<file path="src/rtl/uart_pkg.sv">
// Shared UART definitions: transmit engine states and the bit-period divider.
package uart_pkg;

    typedef enum logic [1:0] {
        TX_IDLE,
        TX_START,
        TX_DATA,
        TX_STOP
    } tx_state_e;

    // Bus clock cycles per serial bit (integer division).
    function automatic int div_count(input int bus_clk, input int baud);
        return bus_clk / baud;
    endfunction

endpackage

</file>
<file path="src/rtl/sync_fifo.sv">
// Synchronous FIFO; pointers carry an extra MSB to tell full from empty.
module sync_fifo #(
    parameter int WIDTH = 8,
    parameter int DEPTH = 4
) (
    input  logic             clk,
    input  logic             rst,
    input  logic             push,
    input  logic             pop,
    input  logic [WIDTH-1:0] din,
    output logic [WIDTH-1:0] dout,
    output logic             full,
    output logic             empty
);
    localparam int AW = $clog2(DEPTH);

    logic [AW:0]      wr_q, wr_d, rd_q, rd_d;
    logic [WIDTH-1:0] mem_q [DEPTH];
    logic             do_push, do_pop;

    assign empty   = (wr_q == rd_q);
    assign full    = (wr_q[AW] != rd_q[AW]) && (wr_q[AW-1:0] == rd_q[AW-1:0]);
    assign do_push = push && !full;
    assign do_pop  = pop && !empty;
    assign dout    = mem_q[rd_q[AW-1:0]];

    always_comb begin
        wr_d = wr_q;
        rd_d = rd_q;
        if (do_push) wr_d = wr_q + (AW+1)'(1);
        if (do_pop)  rd_d = rd_q + (AW+1)'(1);
    end

    always_ff @(posedge clk or posedge rst) begin
        if (rst) begin
            wr_q <= '0;
            rd_q <= '0;
        end else begin
            wr_q <= wr_d;
            rd_q <= rd_d;
        end
    end

    // Storage is deliberately left out of reset.
    always_ff @(posedge clk) begin
        if (do_push) mem_q[wr_q[AW-1:0]] <= din;
    end

endmodule

</file>
<file path="src/rtl/uart_tx.sv">
// 8N1 UART transmitter fed by a small FIFO; frames go back to back with no idle gap.
module uart_tx
    import uart_pkg::*;
#(
    parameter int BUS_CLK    = 40_000_000,
    parameter int BAUD       = 9600,
    parameter int FIFO_DEPTH = 4
) (
    input  logic       clk,
    input  logic       rst,
    input  logic [7:0] dout,
    input  logic       send,
    output logic       ready,
    output logic       tx,
    output logic       busy,
    output logic       done
);
    localparam int            DIV      = div_count(BUS_CLK, BAUD);
    localparam int            DW       = (DIV > 1) ? $clog2(DIV) : 1;
    localparam logic [DW-1:0] DIV_LAST = DW'(DIV - 1);

    tx_state_e     state_q, state_d;
    logic [DW-1:0] div_q, div_d;
    logic [2:0]    bit_q, bit_d;
    logic [7:0]    shift_q, shift_d;
    logic          tx_q, tx_d;
    logic          done_q, done_d;
    logic          pop, full, empty, tick;
    logic [7:0]    fifo_data;

    sync_fifo #(
        .WIDTH (8),
        .DEPTH (FIFO_DEPTH)
    ) u_fifo (
        .clk   (clk),
        .rst   (rst),
        .push  (send),
        .pop   (pop),
        .din   (dout),
        .dout  (fifo_data),
        .full  (full),
        .empty (empty)
    );

    assign ready = !full;
    assign tx    = tx_q;
    assign done  = done_q;
    assign busy  = (state_q != TX_IDLE) || !empty;
    assign tick  = (div_q == DIV_LAST);

    always_comb begin
        state_d = state_q;
        div_d   = tick ? '0 : div_q + DW'(1);
        bit_d   = bit_q;
        shift_d = shift_q;
        tx_d    = tx_q;
        done_d  = 1'b0;
        pop     = 1'b0;
        case (state_q)
            TX_IDLE: begin
                div_d = '0;
                tx_d  = 1'b1;
                if (!empty) begin
                    pop     = 1'b1;
                    shift_d = fifo_data;
                    tx_d    = 1'b0;
                    state_d = TX_START;
                end
            end
            // The shifter always presents the next data bit in bit 0.
            TX_START: begin
                if (tick) begin
                    tx_d    = shift_q[0];
                    shift_d = shift_q >> 1;
                    bit_d   = '0;
                    state_d = TX_DATA;
                end
            end
            TX_DATA: begin
                if (tick) begin
                    if (bit_q == 3'd7) begin
                        tx_d    = 1'b1;
                        state_d = TX_STOP;
                    end else begin
                        tx_d    = shift_q[0];
                        shift_d = shift_q >> 1;
                        bit_d   = bit_q + 3'd1;
                    end
                end
            end
            TX_STOP: begin
                if (tick) begin
                    done_d = 1'b1;
                    if (!empty) begin
                        pop     = 1'b1;
                        shift_d = fifo_data;
                        tx_d    = 1'b0;
                        state_d = TX_START;
                    end else begin
                        state_d = TX_IDLE;
                    end
                end
            end
            default: state_d = TX_IDLE;
        endcase
    end

    always_ff @(posedge clk or posedge rst) begin
        if (rst) begin
            state_q <= TX_IDLE;
            div_q   <= '0;
            bit_q   <= '0;
            shift_q <= '0;
            tx_q    <= 1'b1;
            done_q  <= 1'b0;
        end else begin
            state_q <= state_d;
            div_q   <= div_d;
            bit_q   <= bit_d;
            shift_q <= shift_d;
            tx_q    <= tx_d;
            done_q  <= done_d;
        end
    end

endmodule
</file>
<file path="config.mk">
export PLATFORM = sky130hd
export DESIGN_NAME = uart_tx
export DESIGN_NICKNAME = d
export VERILOG_FILES = /design/src/rtl/uart_pkg.sv /design/src/rtl/sync_fifo.sv /design/src/rtl/uart_tx.sv
export SDC_FILE = /design/constraint.sdc
export NUM_CORES = 1
export LEC_CHECK = 0
export CORE_ASPECT_RATIO = 0.5
export CORE_MARGIN = 10
export CORE_UTILIZATION = 30
export DETAILED_ROUTE_END_ITERATION = 6
export PLACE_DENSITY = 0.44
export REMOVE_ABC_BUFFERS = 1
export SLEW_MARGIN = 0
export SYNTH_ARGS = -nofsm -noshare
export SYNTH_HDL_FRONTEND = slang
export SYNTH_HIERARCHICAL = 1
export SYNTH_SLANG_ARGS = --single-unit
</file>
<file path="constraint.sdc">
create_clock -name clk -period 3.5 [get_ports clk]
set_input_delay 0.7 -clock clk [delete_from_list [all_inputs] [get_ports clk]]
set_output_delay 0.7 -clock clk [all_outputs]
set_load 0.1 [all_outputs]
</file>
After elaboration in Yosys (flattened, before gate mapping):

Memories as Yosys holds them, arrays and structs flattened.
Cells that the tools add are included.

* bits in registers: 34
* latch bits: 0
* memory bits (writable): 32
* ROM bits: 0
* bits of input ports: 11
* output and inout bits: 4
* word-level logic and storage cells: 74
* memories: 1

Memory list
* u_fifo.mem_q: depth 4, bits a word 8, rd ports 1, clocked after Yosys merged registers in 0, write ports 1, RTL line sync_fifo.sv:18 `logic [WIDTH-1:0] mem_q [DEPTH];`

* add/subtract/negate cells: 4
* multipliers: 0
* divide/modulo/power cells: 0
* $lt $le $gt $ge: 0
* eq/ne operators: 15
* shift-type cells: 0
* muxes and demuxes: 33
* bitwise logic cells: 0
* reductions and logical operators: 13

Operator list (count)
* 8-bit two-way mux: 5
* 8-bit case mux with 4 select lines: 1
* 13-bit two-way mux: 2
* 2-bit != test (second input constant): 7
* 13-bit by 1-bit adder with 13-bit output (second input constant): 1
* 13-bit equality test (second input constant): 1
* 1-bit two-way mux: 13
* 4-bit AND reduction: 3
* 2-bit two-way mux: 5
* 3-bit by 1-bit adder with 3-bit output (second input constant): 3
* 3-bit two-way mux: 3
* 2-bit case mux with 4 select lines: 1
* 3-bit case mux with 2 select lines: 1
* 5-bit AND reduction: 1
* 2-bit equality test (second input constant): 2
* 1-bit case mux with 4 select lines: 1
* 2-bit nonzero test: 2
* 3-bit equality test: 1
* 3-bit equality test (second input constant): 1
* 1-bit logical AND: 3
* 2-bit by 1-bit equality test with 1-bit output (second input constant): 1
* 2-bit equality test: 1
* 1-bit logical NOT: 2
* 2-bit logical NOT: 1
* 3 further kinds: 3

Depth between registers and ports, before layout:

Gate-level depths: netlist of run 1.

* depth in word-level cells: 6
* mapped depth: 9
* mapped depth without buffers: 9

By module:

The synthesis of run 1 kept the hierarchy.

By module, submodules not included
* sync_fifo: times used 1, cells an instance 91, area an instance 1679.1 um^2, sequential area each 1111.1 um^2
* uart_tx: times used 1, cells an instance 150, area an instance 1576.5 um^2, sequential area each 701.9 um^2

Worst setup path before layout of run 1:

Ideal clock, no wire load.

* path kind: register to output
* from: register u_fifo.wr_q[0]
* to: output port busy
* arrival: 1.749 ns
* data required time: 2.800 ns
* slack: 1.051 ns
* stages on the path, launching flop included: 4
* buffers on the path: 0
* path through: dfrtp_1 > xor2_2 > nor3_1 > nand2_1

* word-level cells in the longest chain between the ends: 3

RTL lines
* start, declared: RTL line sync_fifo.sv:17 `logic [AW:0] wr_q, wr_d, rd_q, rd_d;`
* start signal, assigned: RTL line sync_fifo.sv:39 `wr_q <= wr_d;`
* 3-bit equality test: RTL line sync_fifo.sv:21 `assign empty = (wr_q == rd_q);`
* net empty: RTL line uart_tx.sv:28 `logic pop, full, empty, tick;`
* 1-bit logical NOT: RTL line uart_tx.sv:48 `assign busy = (state_q != TX_IDLE) || !empty;`
* 1-bit logical OR: RTL line uart_tx.sv:48
* end, declared: RTL line uart_tx.sv:15 `output logic busy,`

The timed path passes the listed nets, and every way through them passes these cells.

Worst setup path after layout of run 1:

* from: register u_fifo.rd_q[1]
* to: output port busy

* word-level cells in the longest chain between the ends: 3

RTL lines
* start, declared: RTL line sync_fifo.sv:17
* start signal, assigned: RTL line sync_fifo.sv:40 `rd_q <= rd_d;`
* 3-bit equality test: RTL line sync_fifo.sv:21
* net empty: RTL line uart_tx.sv:28
* 1-bit logical NOT: RTL line uart_tx.sv:48
* 1-bit logical OR: RTL line uart_tx.sv:48

The timed path passes the listed nets, and every way through them passes these cells.

==> results.yml, run 1 <==
run_status:
  outcome: "complete, no violations"
logic_synthesis:
  ys_types: 47
  netlist_instances: 241
  yosysTopAreaCell: "edfxtp_1"
  yosys.area.top_type_share_pct: 29.52
  synth_warnings: 6
  yosys_register_bits: 66
  post-synth-top-count-cell: "dfrtp_1"
  synth_edf_count: 32
  yosys-top-cells-count: "33 x dfrtp_1, 32 x edfxtp_1, 20 x nor2_1"
  synth.avg_cell_area_um2: 13.51
  synthTopCellsByArea: "edfxtp_1 30%, dfrtp_1 25%, mux4_1 6.5%, mux2_2 5.5%, ha_1 5.4%"
  synth_area_um2: 3256
  synth-async-reset-ratio_pct: 51.52
  ys_dominant_reg_cell: "dfrtp_1"
  synth-seq-area-share_pct: 55.69
floorplanning:
  die_h_um: 93.66
  io_pins: 15
  die_area_um2: 15670
  die_w_um: 167.3
  initial_core_util_pct: 31.27
  row_count: 26
  core-area_um2: 10410
clock_tree:
  cts_setup_buffers: 0
  h-tree-depth: 3
  clock-sinks: 66
  clk_pin_slew_worst_paths_ps: 60
  max-clock-path-buffers: 2
  cts_root_buf: "clkbuf_16"
  cts_resized: 0
  cts_tree: "built"
  cts_buffers: 9
  holdBufCountCts: 0
  clk_latency_ps: 330
cells_and_area:
  fin_cells: 408
  multi_input_area_um2: 1344
  area_delta_synth_final_pct: 18.87
  nets: 288
  seq_area_um2: 1813
  drive_gt1_share_pct: 17.91
  fillers: 1012
  diodes: 0
  final_cell_area_um2: 3870
power:
  total_leakage_power_uw: 0.001535
  power_per_cell_area_nw_per_um2: 907.1
  vdd_drop_max_uv: 604.2
worst_setup_path:
  critical_path_class: "reg -> out"
  startpoint_type: "register"
  rr_endpoint: "shift_q[3]"
  reg2reg_from: "u_fifo/rd_q[1]"
  worstPathMaxFanout: 14
  critPathRequiredTime_ps: 2800
  worstRegToRegCells: 5
  arrival_ps: 2380
  crit_path_end_kind: "output pin"
  r2r_slack_ps: 1050
worst_hold_path:
  hp-class: "reg -> reg"
  min_to: "bit_q[2]"
  hp-start: "bit_q[2]"
  holdPathStages: 1
grt:
  overflow: 0
  track_usage_pct: 8.246
  grt_max_degree: 29
  grt_pass1_vias: 1959
  antenna_found_initial: 0
  grt_pass1_wl_um: 10230
sta:
  maxSlewViolCount: 0
  finalCriticalPeriod_ps: 3081
  slew_headroom_pct: 34.93
  hold_viol: 0
  rsz0062_at_grt: "no"
  fin_setup_tns_ps: 0
  tightest_slew_ps: 973.0
  fin_worst_skew_ps: 4.329
  setup_violations: 0
  min_period_over_period_pct: 88.02
  fmax_ghz: 0.3246
placed_design:
  place.gp.congestion: 0.7856
  io_buffers: 14
  dp.cells: 392
  hpwl_um: 4176
  dpl-instance-area_um2: 3551
routing:
  vias: 1912
  drc: 0
  first_pass_iters: 4
  first_iter_violations: 89
  ant_nets: 0
  viasPerCell: 4.686
  wirelength_um: 5980
  post_drt_wl_per_cell_um: 14.66
flow_run:
  maxCapViolCount: 0
-- registers in the layout, indices dropped and copies added (netlist names) --
signal / cells
bit_q: 3
div_q: 13
done: 1
shift_q: 8
state_q: 2
tx: 1
u_fifo/mem_q: 32
u_fifo/rd_q: 3
u_fifo/wr_q: 3
-- critical path, stage by stage (launching register included) --
cell	delay, ps
dfrtp_1	690
xor2_1	240
nor3_1	680
nand2_1	160
buf_4	280
-- how the worst max path moves through the flow --
| stage | start | end | slack (ps) | depth (start not counted) |
|---|---|---|---|---|
| CTS | u_fifo/rd_q[1] | busy | 410 | 4 |
| global route | u_fifo/rd_q[1] | busy | 210 | 4 |
| detailed placement | u_fifo/rd_q[1] | busy | 770 | 4 |
| global placement | u_fifo/rd_q[1] | busy | 810 | 4 |
| floorplan | u_fifo/rd_q[0] | busy | 870 | 3 |
| finish | u_fifo/rd_q[1] | busy | 420 | 4 |
-- where the power goes --
group	internal (uW)	total [uW]	switching [uW]
registers	1030	1170	142
clock network	621	941	320
logic	615	1400	785
total	2260	3510	1250
-- stage by stage --
step                hold WS, ps  setup slack, ps  power (uW)  util [%]
detailed placement        487.4            768.9        2586     34.11
finish                    492.8            419.2        3510     37.18
CTS                       500.2            407.9        3554     37.18
floorplan                 472.2            874.7        2247         -
global route              519.9            208.7        3751     37.18
global placement          486.5            811.0        2585     34.11
-- final cells by class --
type | instances | share of cell area, %
Multi-Input combinational cell | 152 | 34.72
Inverter | 17 | 1.649
Timing Repair Buffer | 17 | 4.009
Clock buffer | 9 | 5.820
Clock inverter | 7 | 2.425
Tap cell | 140 | 4.526
Sequential cell | 66 | 46.85
-- cells by family (layout without fill, tap and decap cells) --
logic type,after synthesis,in the layout,synth area share [%]
AO/OA/AOI/OAI,27,27,6.303
XOR/XNOR,20,20,6.072
adder cells (fa/ha/maj),14,14,5.381
buffers and inverters,23,50,3.036
flip-flops,66,66,55.69
multiplexers,25,25,12.30
AND/OR/NAND/NOR,66,66,11.22
-- layer usage --
layer	part of all wire, %	vias up	global-route usage (%)
li1	-	938	-
met1	49	929	10.04
met2	43	33	12.61
met3	5.1	12	3.342
met4	2.0	0	3.818
met5	0	-	0
-- placed cells by master (no fill, tap or decap), types with 5 or more instances in the layout --
cell type        instances
xnor2_1                 13
clkbuf_16                9
clkdlybuf4s50_1         11
nor3_1                   8
mux2_2                  16
nand2_1                  9
mux4_1                   8
o31ai_1                  6
edfxtp_1                32
nand3_1                  6
buf_4                    6
and3_1                   5
inv_1                   17
ha_1                    14
nor2_1                  20
a21oi_1                  7
dfrtp_1                 33
Power figures use the tool's default switching activity.
==> run 2, diff against run 1 <==
- SKIP_CTS_REPAIR_TIMING: not set -> 1
- SLEW_MARGIN: 0 -> not set
==> results of run 2 <==
Final layout, timing and power as in run 1 (identical DEF).
